--- config.mk ---
export PLATFORM = sky130hd
export DESIGN_NAME = cpu_mem_arbiter
export DESIGN_NICKNAME = d
export VERILOG_FILES = /design/src/rtl/cpu_bus_pkg.sv /design/src/rtl/cpu_mem_src_fifo.sv /design/src/rtl/cpu_mem_arbiter.sv
export SDC_FILE = /design/constraint.sdc
export NUM_CORES = 1
export LEC_CHECK = 0
export ABC_AREA = 1
export CAP_MARGIN = 5
export CORE_AREA = 2 2 110 112
export DETAILED_ROUTE_END_ITERATION = 16
export DIE_AREA = 0 0 112 114
export GPL_ROUTABILITY_DRIVEN = 0
export PLACE_DENSITY = 0.66
export SLEW_MARGIN = 25
export SYNTH_ARGS = -nofsm -noshare
export SYNTH_HDL_FRONTEND = slang
export SYNTH_SLANG_ARGS = --single-unit
--- constraint.sdc ---
create_clock -name clk_cpu -period 2.9 [get_ports clk_cpu]
set_clock_uncertainty 0.05 [all_clocks]
set_input_delay 0.29 -clock clk_cpu [delete_from_list [all_inputs] [get_ports clk_cpu]]
set_output_delay 0.29 -clock clk_cpu [all_outputs]
set_load 0.1 [all_outputs]
--- src/rtl/cpu_bus_pkg.sv ---
// Shared types and helpers for the CPU-side memory arbiter: bus source IDs,
// grant FSM states, dBus access sizes and the size/address-to-byte-enable map.
package cpu_bus_pkg;

  typedef enum logic {
    SRC_IBUS = 1'b0,
    SRC_DBUS = 1'b1
  } src_e;

  typedef enum logic [1:0] {
    GS_IDLE   = 2'd0,
    GS_HOLD_I = 2'd1,
    GS_HOLD_D = 2'd2
  } grant_state_e;

  localparam logic [1:0] SZ_BYTE = 2'd0;
  localparam logic [1:0] SZ_HALF = 2'd1;
  localparam logic [1:0] SZ_WORD = 2'd2;

  // Size 3 is not a legal access; it yields no enabled lanes.
  function automatic logic [3:0] size_to_be(input logic [1:0] size, input logic [1:0] addr_lsb);
    logic [3:0] be;
    case (size)
      SZ_BYTE: be = 4'b0001 << addr_lsb;
      SZ_HALF: be = addr_lsb[1] ? 4'b1100 : 4'b0011;
      SZ_WORD: be = 4'b1111;
      default: be = 4'b0000;
    endcase
    return be;
  endfunction

endpackage

--- src/rtl/cpu_mem_src_fifo.sv ---
// One-bit-wide synchronous FIFO remembering which bus issued each outstanding
// read, so in-order memory responses can be steered back to their requester.
module cpu_mem_src_fifo #(
  parameter int DEPTH = 4
) (
  input  logic clk_i,
  input  logic rst_ni,
  input  logic push_i,
  input  logic din_i,
  input  logic pop_i,
  output logic full_o,
  output logic empty_o,
  output logic head_o
);

  localparam int PTR_W = $clog2(DEPTH);

  logic [DEPTH-1:0] mem_q, mem_d;
  logic [PTR_W-1:0] wr_ptr_q, wr_ptr_d, rd_ptr_q, rd_ptr_d;
  logic [PTR_W:0]   count_q, count_d;
  logic             do_push, do_pop;

  assign full_o  = (count_q == (PTR_W + 1)'(DEPTH));
  assign empty_o = (count_q == '0);
  assign head_o  = mem_q[rd_ptr_q];

  // Overflow and underflow requests are ignored rather than corrupting state.
  assign do_push = push_i && !full_o;
  assign do_pop  = pop_i && !empty_o;

  always_comb begin
    mem_d    = mem_q;
    wr_ptr_d = wr_ptr_q;
    rd_ptr_d = rd_ptr_q;
    count_d  = count_q;
    if (do_push) begin
      mem_d[wr_ptr_q] = din_i;
      wr_ptr_d        = wr_ptr_q + 1'b1;
    end
    if (do_pop) begin
      rd_ptr_d = rd_ptr_q + 1'b1;
    end
    if (do_push && !do_pop) begin
      count_d = count_q + 1'b1;
    end else if (do_pop && !do_push) begin
      count_d = count_q - 1'b1;
    end
  end

  always_ff @(posedge clk_i or negedge rst_ni) begin
    if (!rst_ni) begin
      mem_q    <= '0;
      wr_ptr_q <= '0;
      rd_ptr_q <= '0;
      count_q  <= '0;
    end else begin
      mem_q    <= mem_d;
      wr_ptr_q <= wr_ptr_d;
      rd_ptr_q <= rd_ptr_d;
      count_q  <= count_d;
    end
  end

endmodule

--- src/rtl/cpu_mem_arbiter.sv ---
// Round-robin arbiter sharing one in-order memory port between the CPU iBus
// and dBus, with byte-enable generation and read-response routing.
module cpu_mem_arbiter
  import cpu_bus_pkg::*;
#(
  parameter int MAX_OUTST = 4,
  parameter int ADDR_W    = 32
) (
  input  logic              clk_cpu,
  input  logic              clk_cpu_reset_,
  input  logic              iBus_cmd_valid,
  output logic              iBus_cmd_ready,
  input  logic [ADDR_W-1:0] iBus_cmd_payload_pc,
  output logic              iBus_rsp_valid,
  output logic              iBus_rsp_payload_error,
  output logic [31:0]       iBus_rsp_payload_inst,
  input  logic              dBus_cmd_valid,
  output logic              dBus_cmd_ready,
  input  logic              dBus_cmd_payload_wr,
  input  logic [ADDR_W-1:0] dBus_cmd_payload_address,
  input  logic [31:0]       dBus_cmd_payload_data,
  input  logic [1:0]        dBus_cmd_payload_size,
  output logic              dBus_rsp_ready,
  output logic              dBus_rsp_error,
  output logic [31:0]       dBus_rsp_data,
  output logic              mem_cmd_valid,
  input  logic              mem_cmd_ready,
  output logic              mem_cmd_wr,
  output logic [ADDR_W-1:0] mem_cmd_addr,
  output logic [3:0]        mem_cmd_be,
  output logic [31:0]       mem_cmd_wdata,
  input  logic              mem_rsp_valid,
  input  logic              mem_rsp_error,
  input  logic [31:0]       mem_rsp_data,
  output logic              err_orphan_rsp,
  output logic              err_bad_size
);

  localparam logic [ADDR_W-1:0] WORD_MASK = {{(ADDR_W-2){1'b1}}, 2'b00};

  grant_state_e state_q, state_d;
  src_e         last_grant_q, last_grant_d, sel_src;
  logic         err_orphan_q, err_orphan_d, err_size_q, err_size_d;
  logic         sel_valid, sel_is_read, accept;
  logic         fifo_full, fifo_empty, fifo_head, fifo_push, fifo_pop;
  logic         rsp_to_ibus, rsp_to_dbus;

  // In IDLE the choice is round-robin; once held, the selection is frozen.
  always_comb begin
    sel_src = SRC_DBUS;
    case (state_q)
      GS_IDLE:   sel_src = (iBus_cmd_valid && (!dBus_cmd_valid || last_grant_q == SRC_DBUS))
                           ? SRC_IBUS : SRC_DBUS;
      GS_HOLD_I: sel_src = SRC_IBUS;
      default:   sel_src = SRC_DBUS;
    endcase
  end

  assign sel_valid      = (sel_src == SRC_IBUS) ? iBus_cmd_valid : dBus_cmd_valid;
  assign sel_is_read    = (sel_src == SRC_IBUS) || !dBus_cmd_payload_wr;
  assign mem_cmd_valid  = sel_valid && !(sel_is_read && fifo_full);
  assign accept         = mem_cmd_valid && mem_cmd_ready;
  assign iBus_cmd_ready = accept && (sel_src == SRC_IBUS);
  assign dBus_cmd_ready = accept && (sel_src == SRC_DBUS);

  always_comb begin
    mem_cmd_wr    = 1'b0;
    mem_cmd_addr  = '0;
    mem_cmd_be    = 4'b0000;
    mem_cmd_wdata = '0;
    if (mem_cmd_valid) begin
      if (sel_src == SRC_IBUS) begin
        mem_cmd_addr = iBus_cmd_payload_pc & WORD_MASK;
        mem_cmd_be   = 4'b1111;
      end else begin
        mem_cmd_wr    = dBus_cmd_payload_wr;
        mem_cmd_addr  = dBus_cmd_payload_address & WORD_MASK;
        mem_cmd_be    = size_to_be(dBus_cmd_payload_size, dBus_cmd_payload_address[1:0]);
        mem_cmd_wdata = dBus_cmd_payload_data;
      end
    end
  end

  always_comb begin
    state_d      = state_q;
    last_grant_d = last_grant_q;
    err_size_d   = err_size_q;
    err_orphan_d = err_orphan_q;
    case (state_q)
      GS_IDLE: begin
        if (mem_cmd_valid && !mem_cmd_ready) begin
          state_d = (sel_src == SRC_IBUS) ? GS_HOLD_I : GS_HOLD_D;
        end
      end
      GS_HOLD_I, GS_HOLD_D: begin
        if (accept) state_d = GS_IDLE;
      end
      default: state_d = GS_IDLE;
    endcase
    if (accept) last_grant_d = sel_src;
    if (dBus_cmd_ready && dBus_cmd_payload_size == 2'd3) err_size_d = 1'b1;
    if (mem_rsp_valid && fifo_empty) err_orphan_d = 1'b1;
  end

  always_ff @(posedge clk_cpu or negedge clk_cpu_reset_) begin
    if (!clk_cpu_reset_) begin
      state_q      <= GS_IDLE;
      last_grant_q <= SRC_DBUS;
      err_size_q   <= 1'b0;
      err_orphan_q <= 1'b0;
    end else begin
      state_q      <= state_d;
      last_grant_q <= last_grant_d;
      err_size_q   <= err_size_d;
      err_orphan_q <= err_orphan_d;
    end
  end

  // Only reads expect a response, so only reads record their source.
  assign fifo_push = accept && sel_is_read;
  assign fifo_pop  = mem_rsp_valid && !fifo_empty;

  cpu_mem_src_fifo #(
    .DEPTH(MAX_OUTST)
  ) u_src_fifo (
    .clk_i  (clk_cpu),
    .rst_ni (clk_cpu_reset_),
    .push_i (fifo_push),
    .din_i  (sel_src == SRC_DBUS),
    .pop_i  (fifo_pop),
    .full_o (fifo_full),
    .empty_o(fifo_empty),
    .head_o (fifo_head)
  );

  assign rsp_to_ibus = fifo_pop && !fifo_head;
  assign rsp_to_dbus = fifo_pop && fifo_head;

  assign iBus_rsp_valid         = rsp_to_ibus;
  assign iBus_rsp_payload_error = rsp_to_ibus && mem_rsp_error;
  assign iBus_rsp_payload_inst  = rsp_to_ibus ? mem_rsp_data : '0;
  assign dBus_rsp_ready         = rsp_to_dbus;
  assign dBus_rsp_error         = rsp_to_dbus && mem_rsp_error;
  assign dBus_rsp_data          = rsp_to_dbus ? mem_rsp_data : '0;

  assign err_orphan_rsp = err_orphan_q;
  assign err_bad_size   = err_size_q;

endmodule

---- Word level (Yosys, flattened, before mapping) ----
Index checks and enable logic that the tools add are counted.
cells by class
  eq/ne operators ......................... 8
  magnitude comparators ................... 3
  $add $sub $neg .......................... 4
  mux-type cells .......................... 26
  reduce and logical (&&, ||, !) cells .... 37
  bitwise gates (word level) .............. 1
  shift operators ......................... 1
operators by type and width
  operator               number
  $mux W32               6
  $logic_and A1 B1 Y1    20
  $mux W4                3
  $pmux W4 S3            1
  $logic_not A1 Y1       9
  $eq A2 B2 Y1 const B   3
  $lt A2 B3 Y1 const B   2
  $mux W1                6
  $mux W2                3
  $mux W3                2
  $add A2 B1 Y2 const B  2
  $bwmux W4              1
  $eq A2 B1 Y1 const B   2
  $logic_not A2 Y1       2
  $ne A2 B2 Y1 const B   2
  $pmux W2 S2            1
  $shl A1 B2 Y4 const A  1
  $add A3 B1 Y3 const B  1
  $eq A3 B3 Y1 const B   1
  $logic_not A3 Y1       1
  $sub A3 B1 Y3 const B  1
  $bmux W1 S2            1
  $demux W1 S2           1
  $ge A2 B1 Y1 const B   1
  other kinds (6)        7
storage, ports and cells
  output and inout port bits .............. 142
  bits in registers ....................... 16
  bits of input ports ..................... 138
  logic and storage cells ................. 88

---- Logic depth before layout (Yosys ltp) ----
Gate-level depths: netlist of the first run.
  word-level depth ........................ 17
  mapped depth ............................ 16
  gate-level depth less buffers ........... 16

---- Hierarchy ----
A second synthesis of the first run with hierarchy kept.
second synthesis, totals
  cells, all modules ...................... 430
  area total of the unflattened synthesis .. 2270.9 um2
by module, submodules not included
  module            seq. area each (um2)  times used  area an instance (um2)  cells an instance
  cpu_mem_arbiter   126.4                 1           1601.5                  348
  cpu_mem_src_fifo  275.3                 1           669.4                   82

---- Worst setup path before layout of the first run ----
No wires, ideal clock.
  kind .................................... flip-flop to output port
  start ................................... register state_q[0]
  end ..................................... output mem_cmd_addr[29]
  arrival ................................. 2.749 ns
  data required time ...................... 2.560 ns
  cell stages (with the launch flop) ...... 11
  slack ................................... -0.189 ns
  buffers on the path ..................... 1
  cell sequence ........................... dfrtp_1 > inv_1 > ha_1 > nand2_1 > inv_2 > nand2_2 > nand3_1 > nand2_1 > nand2_2 > buf_2 > a21oi_1
on the way
  cells in the longest elaborated chain, start to end .. 8
  elaborated cells between the ends (all ways) .. 11
  classes of those cells .................. eq/ne: 1; mux: 4; bitwise: 1; reduce/logical: 5
ends and longest elaborated chain
  item                                              line                    text
  start, declared                                   cpu_mem_arbiter.sv:41   grant_state_e state_q, state_d;
  start signal, assigned                            cpu_mem_arbiter.sv:112  state_q <= state_d;
  $eq A2 B1 Y1 or $logic_not A2 Y1 (tied branches)  cpu_mem_arbiter.sv:51   case (state_q)
  $pmux W1 S2 (*)                                   cpu_mem_arbiter.sv:51
  $not A1 Y1                                        n/a
  $logic_or A1 B1 Y1                                cpu_mem_arbiter.sv:60   assign sel_is_read = (sel_src == SRC_IBUS) || !dBus_cmd_payload_wr;
  $logic_and A1 B1 Y1                               cpu_mem_arbiter.sv:61   assign mem_cmd_valid = sel_valid && !(sel_is_read && fifo_full);
  $logic_not A1 Y1                                  cpu_mem_arbiter.sv:61
  $logic_and A1 B1 Y1                               cpu_mem_arbiter.sv:61
  $mux W32 (*)                                      cpu_mem_arbiter.sv:71   if (mem_cmd_valid) begin
  end, declared                                     cpu_mem_arbiter.sv:29   output logic [ADDR_W-1:0] mem_cmd_addr,
Every way passes the cells marked *; elsewhere a longest branch is shown, timed or not.

---- Final worst setup path of the first run ----
  start ................................... register state_q[1]
  end ..................................... register u_src_fifo.count_q[2]
on the way
  cells in the longest elaborated chain, start to end .. 13
  elaborated cells between the ends (all ways) .. 17
  classes of those cells .................. eq/ne: 1; mux: 3; bitwise: 1; reduce/logical: 12
ends and longest elaborated chain
  item                                              line                    text
  $eq A2 B1 Y1 or $logic_not A2 Y1 (tied branches)  cpu_mem_arbiter.sv:51
  $pmux W1 S2 (*)                                   cpu_mem_arbiter.sv:51
  $not A1 Y1                                        n/a
  $logic_or A1 B1 Y1                                cpu_mem_arbiter.sv:60
  $logic_and A1 B1 Y1                               cpu_mem_arbiter.sv:61
  $logic_not A1 Y1                                  cpu_mem_arbiter.sv:61
  $logic_and A1 B1 Y1                               cpu_mem_arbiter.sv:61
  $logic_and A1 B1 Y1                               cpu_mem_arbiter.sv:62   assign accept = mem_cmd_valid && mem_cmd_ready;
  $logic_and A1 B1 Y1 (*)                           cpu_mem_arbiter.sv:120  assign fifo_push = accept && sel_is_read;
  $logic_and A1 B1 Y1 (*)                           cpu_mem_src_fifo.sv:28  assign do_push = push_i && !full_o;
  via u_src_fifo.do_push                            cpu_mem_src_fifo.sv:21  logic do_push, do_pop;
  $logic_not A1 Y1                                  cpu_mem_src_fifo.sv:45  end else if (do_pop && !do_push) begin
  $logic_and A1 B1 Y1                               cpu_mem_src_fifo.sv:45
  $reduce_bool A2 Y1 (no source line)               n/a
  end signal, assigned                              cpu_mem_src_fifo.sv:60  count_q <= count_d;
  end, declared                                     cpu_mem_src_fifo.sv:20  logic [PTR_W:0] count_q, count_d;
The timed path passes the listed nets; every way through them passes the cells marked *.
A chain may end at the register's enable or synchronous reset.

==> impl_metrics.tcl, run 1 <==
set metrics [dict create \
    status "completed" \
    ys_warn_count 0 \
    wl_per_cell_um 13.9 \
    worst_setup_path_end_kind "register" \
    cp_cell_sequence "inv_1 -> ha_1 -> nand2_1 -> inv_2 -> nand2_2 -> nand2_2 -> nand2_1 -> nand2_2 -> nand3_2 -> nor2_4 -> ha_1 -> inv_1 -> fa_1 -> a21oi_1 -> o21ai_0 -> xor2_1" \
    hold_ws_ns 0.420 \
    routed_wl_um 11400 \
    insertion_delay_ns 0.25 \
    rr_endpoint "u_src_fifo.count_q[2]" \
    placementRows 40 \
    die-area_um2 12800 \
    area_delta_synth_final_pct 174 \
    start_util_pct 21.3 \
    slew_viol_final 0 \
    ant_nets 0 \
    coreArea_um2 11700 \
    slew_headroom_pct 50.2 \
    die_x_um 112 \
    layout_common_cells "buf_12 (141), clkdlybuf4s50_1 (135), nand2_1 (111)" \
    drv_cap 0 \
    root_buffer "clkbuf_16" \
    dp_hpwl_um 10100 \
    cp_data_required_time_ns 2.97 \
    synth-xor-area-share_pct 1.40 \
    layout-drive-gt1-share_pct 34.6 \
    yosys.area_share.adder_pct 4.31 \
    path_class "register to register" \
    drt_iter0_drc 111 \
    slowest_delay_ns 0.38 \
    cp_common_cell "nand2_2" \
    ys_seq_elements 16 \
    num-nets-final 821 \
    worst_ep_arrival_time_ns 2.76 \
    synth_edf_count 0 \
    hold_buffers 0 \
    cts.repair.resized 0 \
    synth-seq-area-share_pct 16.1 \
    finalSetupViolCount 0 \
    viasPerCell 4.30 \
    synth_cell_types 34 \
    startpoint_type "register" \
    synth_area_um2 2500 \
    synth_compound_area_share_pct 11.2 \
    min_path_cells 1 \
    finalHoldViolCount 0 \
    cts_setup_buffers 0 \
    die_height_um 114 \
    io_pins 280 \
    port_buffers 275 \
    crit_fanout 7 \
    rrSetupSlack_ns 0.21 \
    cts_buffer_depth 2 \
    remaining_drc_errors 0 \
    antenna_found_initial 0 \
    dp_cells 817 \
    fmax_mhz 372 \
    first_pass_iters 4 \
    clkTransAtPathRegs_ns 0.05 \
    synth_async_sr_flop_share_pct 100 \
    grt_max_degree 42 \
    via_count 3533 \
    hold_class "register to register" \
    reg2reg_depth 16 \
    path_buf_inv 3 \
    finalCritPeriodShare_pct 92.7 \
    synthCells 413 \
    synth-simple-area-share_pct 48.9 \
    hold_end "err_orphan_rsp" \
    min_period_ns 2.69 \
    grt_overflow_total 0 \
    grt_pass1_wl_um 17100 \
    grt_pass1_vias 3472 \
    avgSynthCellArea_um2 6.04 \
    final_cells 821 \
    ctsHtreeMaxLevel 1 \
    cts_sinks 16 \
    stdcell_area_um2 6850 \
    cts_tree "yes" \
    grt.total_usage_pct 16.7 \
    diodes 0 \
    layout_commonest_cell "buf_12" \
    cts_buffers 3 \
    critPathSlowestCell "dfrtp_1" \
    worst_slew_pin_slew_ns 0.745 \
    synth_top_family_by_area "simple AND/OR/NAND/NOR gates" \
    cp_top_family "simple AND/OR/NAND/NOR gates" \
    final_core_util_pct 58.5 \
    synth.area.mux_share_pct 0.451 \
    placed_cell_area_um2 6770 \
    hp-start "err_orphan_rsp" \
    ys.flop_type "dfrtp_1" \
    worst_r2r_startpoint "state_q[1]" \
]
## stage by stage
| stage | TNS [ns] | setup WS (ns) |
|---|---|---|
| final | 0 | 0.212 |
| after global routing | -0.000479 | -0.000479 |
| after CTS | 0 | 0.204 |
| after detailed placement | 0 | 0.0982 |
| after global placement | 0 | 0.189 |
| after floorplan | -4.13 | -0.189 |
## kinds of logic after synthesis
kind of cell / count (synthesis)
compound gates: 50
xor+xnor: 4
fa+ha+maj: 8
buf+inv: 91
flops: 16
mux: 1
other cells: 1
simple gates: 242
## flip-flops by register name, indices dropped and copies added (netlist names)
register and flops:
err_orphan_rsp 1, last_grant_q 1, u_src_fifo.rd_ptr_q 2, u_src_fifo.mem_q 4, state_q 2, err_bad_size 1
u_src_fifo.wr_ptr_q 2, u_src_fifo.count_q 3
## Yosys cell counts, drive strengths merged (2+ instances only)
library cell	number	area share [%]
inv	65	9.8
o21ai	7	1.4
dfrtp	15	15
xor2	3	1.1
nor2	111	28
buf	19	6.7
a31oi	4	1.0
or2	2	0.50
nand2	117	18
ha	7	3.5
clkbuf	7	1.1
o21bai	5	1.5
nand3	10	2.2
a21oi	32	6.4
## worst max path at each step
stage / start / end / slack, ns / cells past startpoint
2_1_floorplan: state_q[0] / mem_cmd_addr[29] / -0.19 / 10
5_1_grt: state_q[0] / u_src_fifo.count_q[2] / -0.0005 / 15
3_3_place_gp: dBus_cmd_valid / u_src_fifo.count_q[2] / 0.19 / 13
3_5_place_dp: dBus_cmd_valid / u_src_fifo.count_q[2] / 0.1 / 13
4_1_cts: state_q[0] / u_src_fifo.count_q[2] / 0.20 / 15
6_report: state_q[1] / u_src_fifo.count_q[2] / 0.21 / 16
## per-layer routing
metal  share of wire, %  wire (um)  GRT usage [%]  up-vias
met5                  0          0              0        -
met4                1.3        146           3.66        0
met3                8.9       1020           4.25       10
met2                 57       6510           35.0      181
met1                 33       3780           16.1     1592
li1                   -          -              -     1750
## cell type report
class / count / area, um^2
timing repair buffer: 282 / 4220
clock buffer: 4 / 78.8
sequential: 16 / 402
inverter: 65 / 244
tap: 147 / 184
multi-input combinational: 307 / 1720
fill: 984 / 4860
Power of run 1 is not shown: default switching activity piles up to over one toggle a cycle in this logic, so the estimate is an artifact.
==> inputs of run 2 (changes only) <==
--- a/config.mk
+++ b/config.mk
@@ -12,7 +12,6 @@
 export DIE_AREA = 0 0 112 114
 export GPL_ROUTABILITY_DRIVEN = 0
 export PLACE_DENSITY = 0.66
-export SLEW_MARGIN = 25
 export SYNTH_ARGS = -nofsm -noshare
 export SYNTH_HDL_FRONTEND = slang
 export SYNTH_SLANG_ARGS = --single-unit
==> results of run 2 <==
The final DEF is identical to that of run 1; final timing and power are the same.
Power of run 2 is left out for the same reason.
==> inputs of run 3 (changes only) <==
--- a/config.mk
+++ b/config.mk
@@ -6,12 +6,14 @@
 export NUM_CORES = 1
 export LEC_CHECK = 0
 export ABC_AREA = 1
+export ABC_CLOCK_PERIOD_IN_PS = 2900
 export CAP_MARGIN = 5
 export CORE_AREA = 2 2 110 112
 export DETAILED_ROUTE_END_ITERATION = 16
 export DIE_AREA = 0 0 112 114
 export GPL_ROUTABILITY_DRIVEN = 0
 export PLACE_DENSITY = 0.66
+export SLEW_MARGIN = 30
 export SYNTH_ARGS = -nofsm -noshare
 export SYNTH_HDL_FRONTEND = slang
 export SYNTH_SLANG_ARGS = --single-unit
==> results of run 3 <==
The final DEF is identical to that of run 1; final timing and power are the same.
Power of run 3 is left out for the same reason.
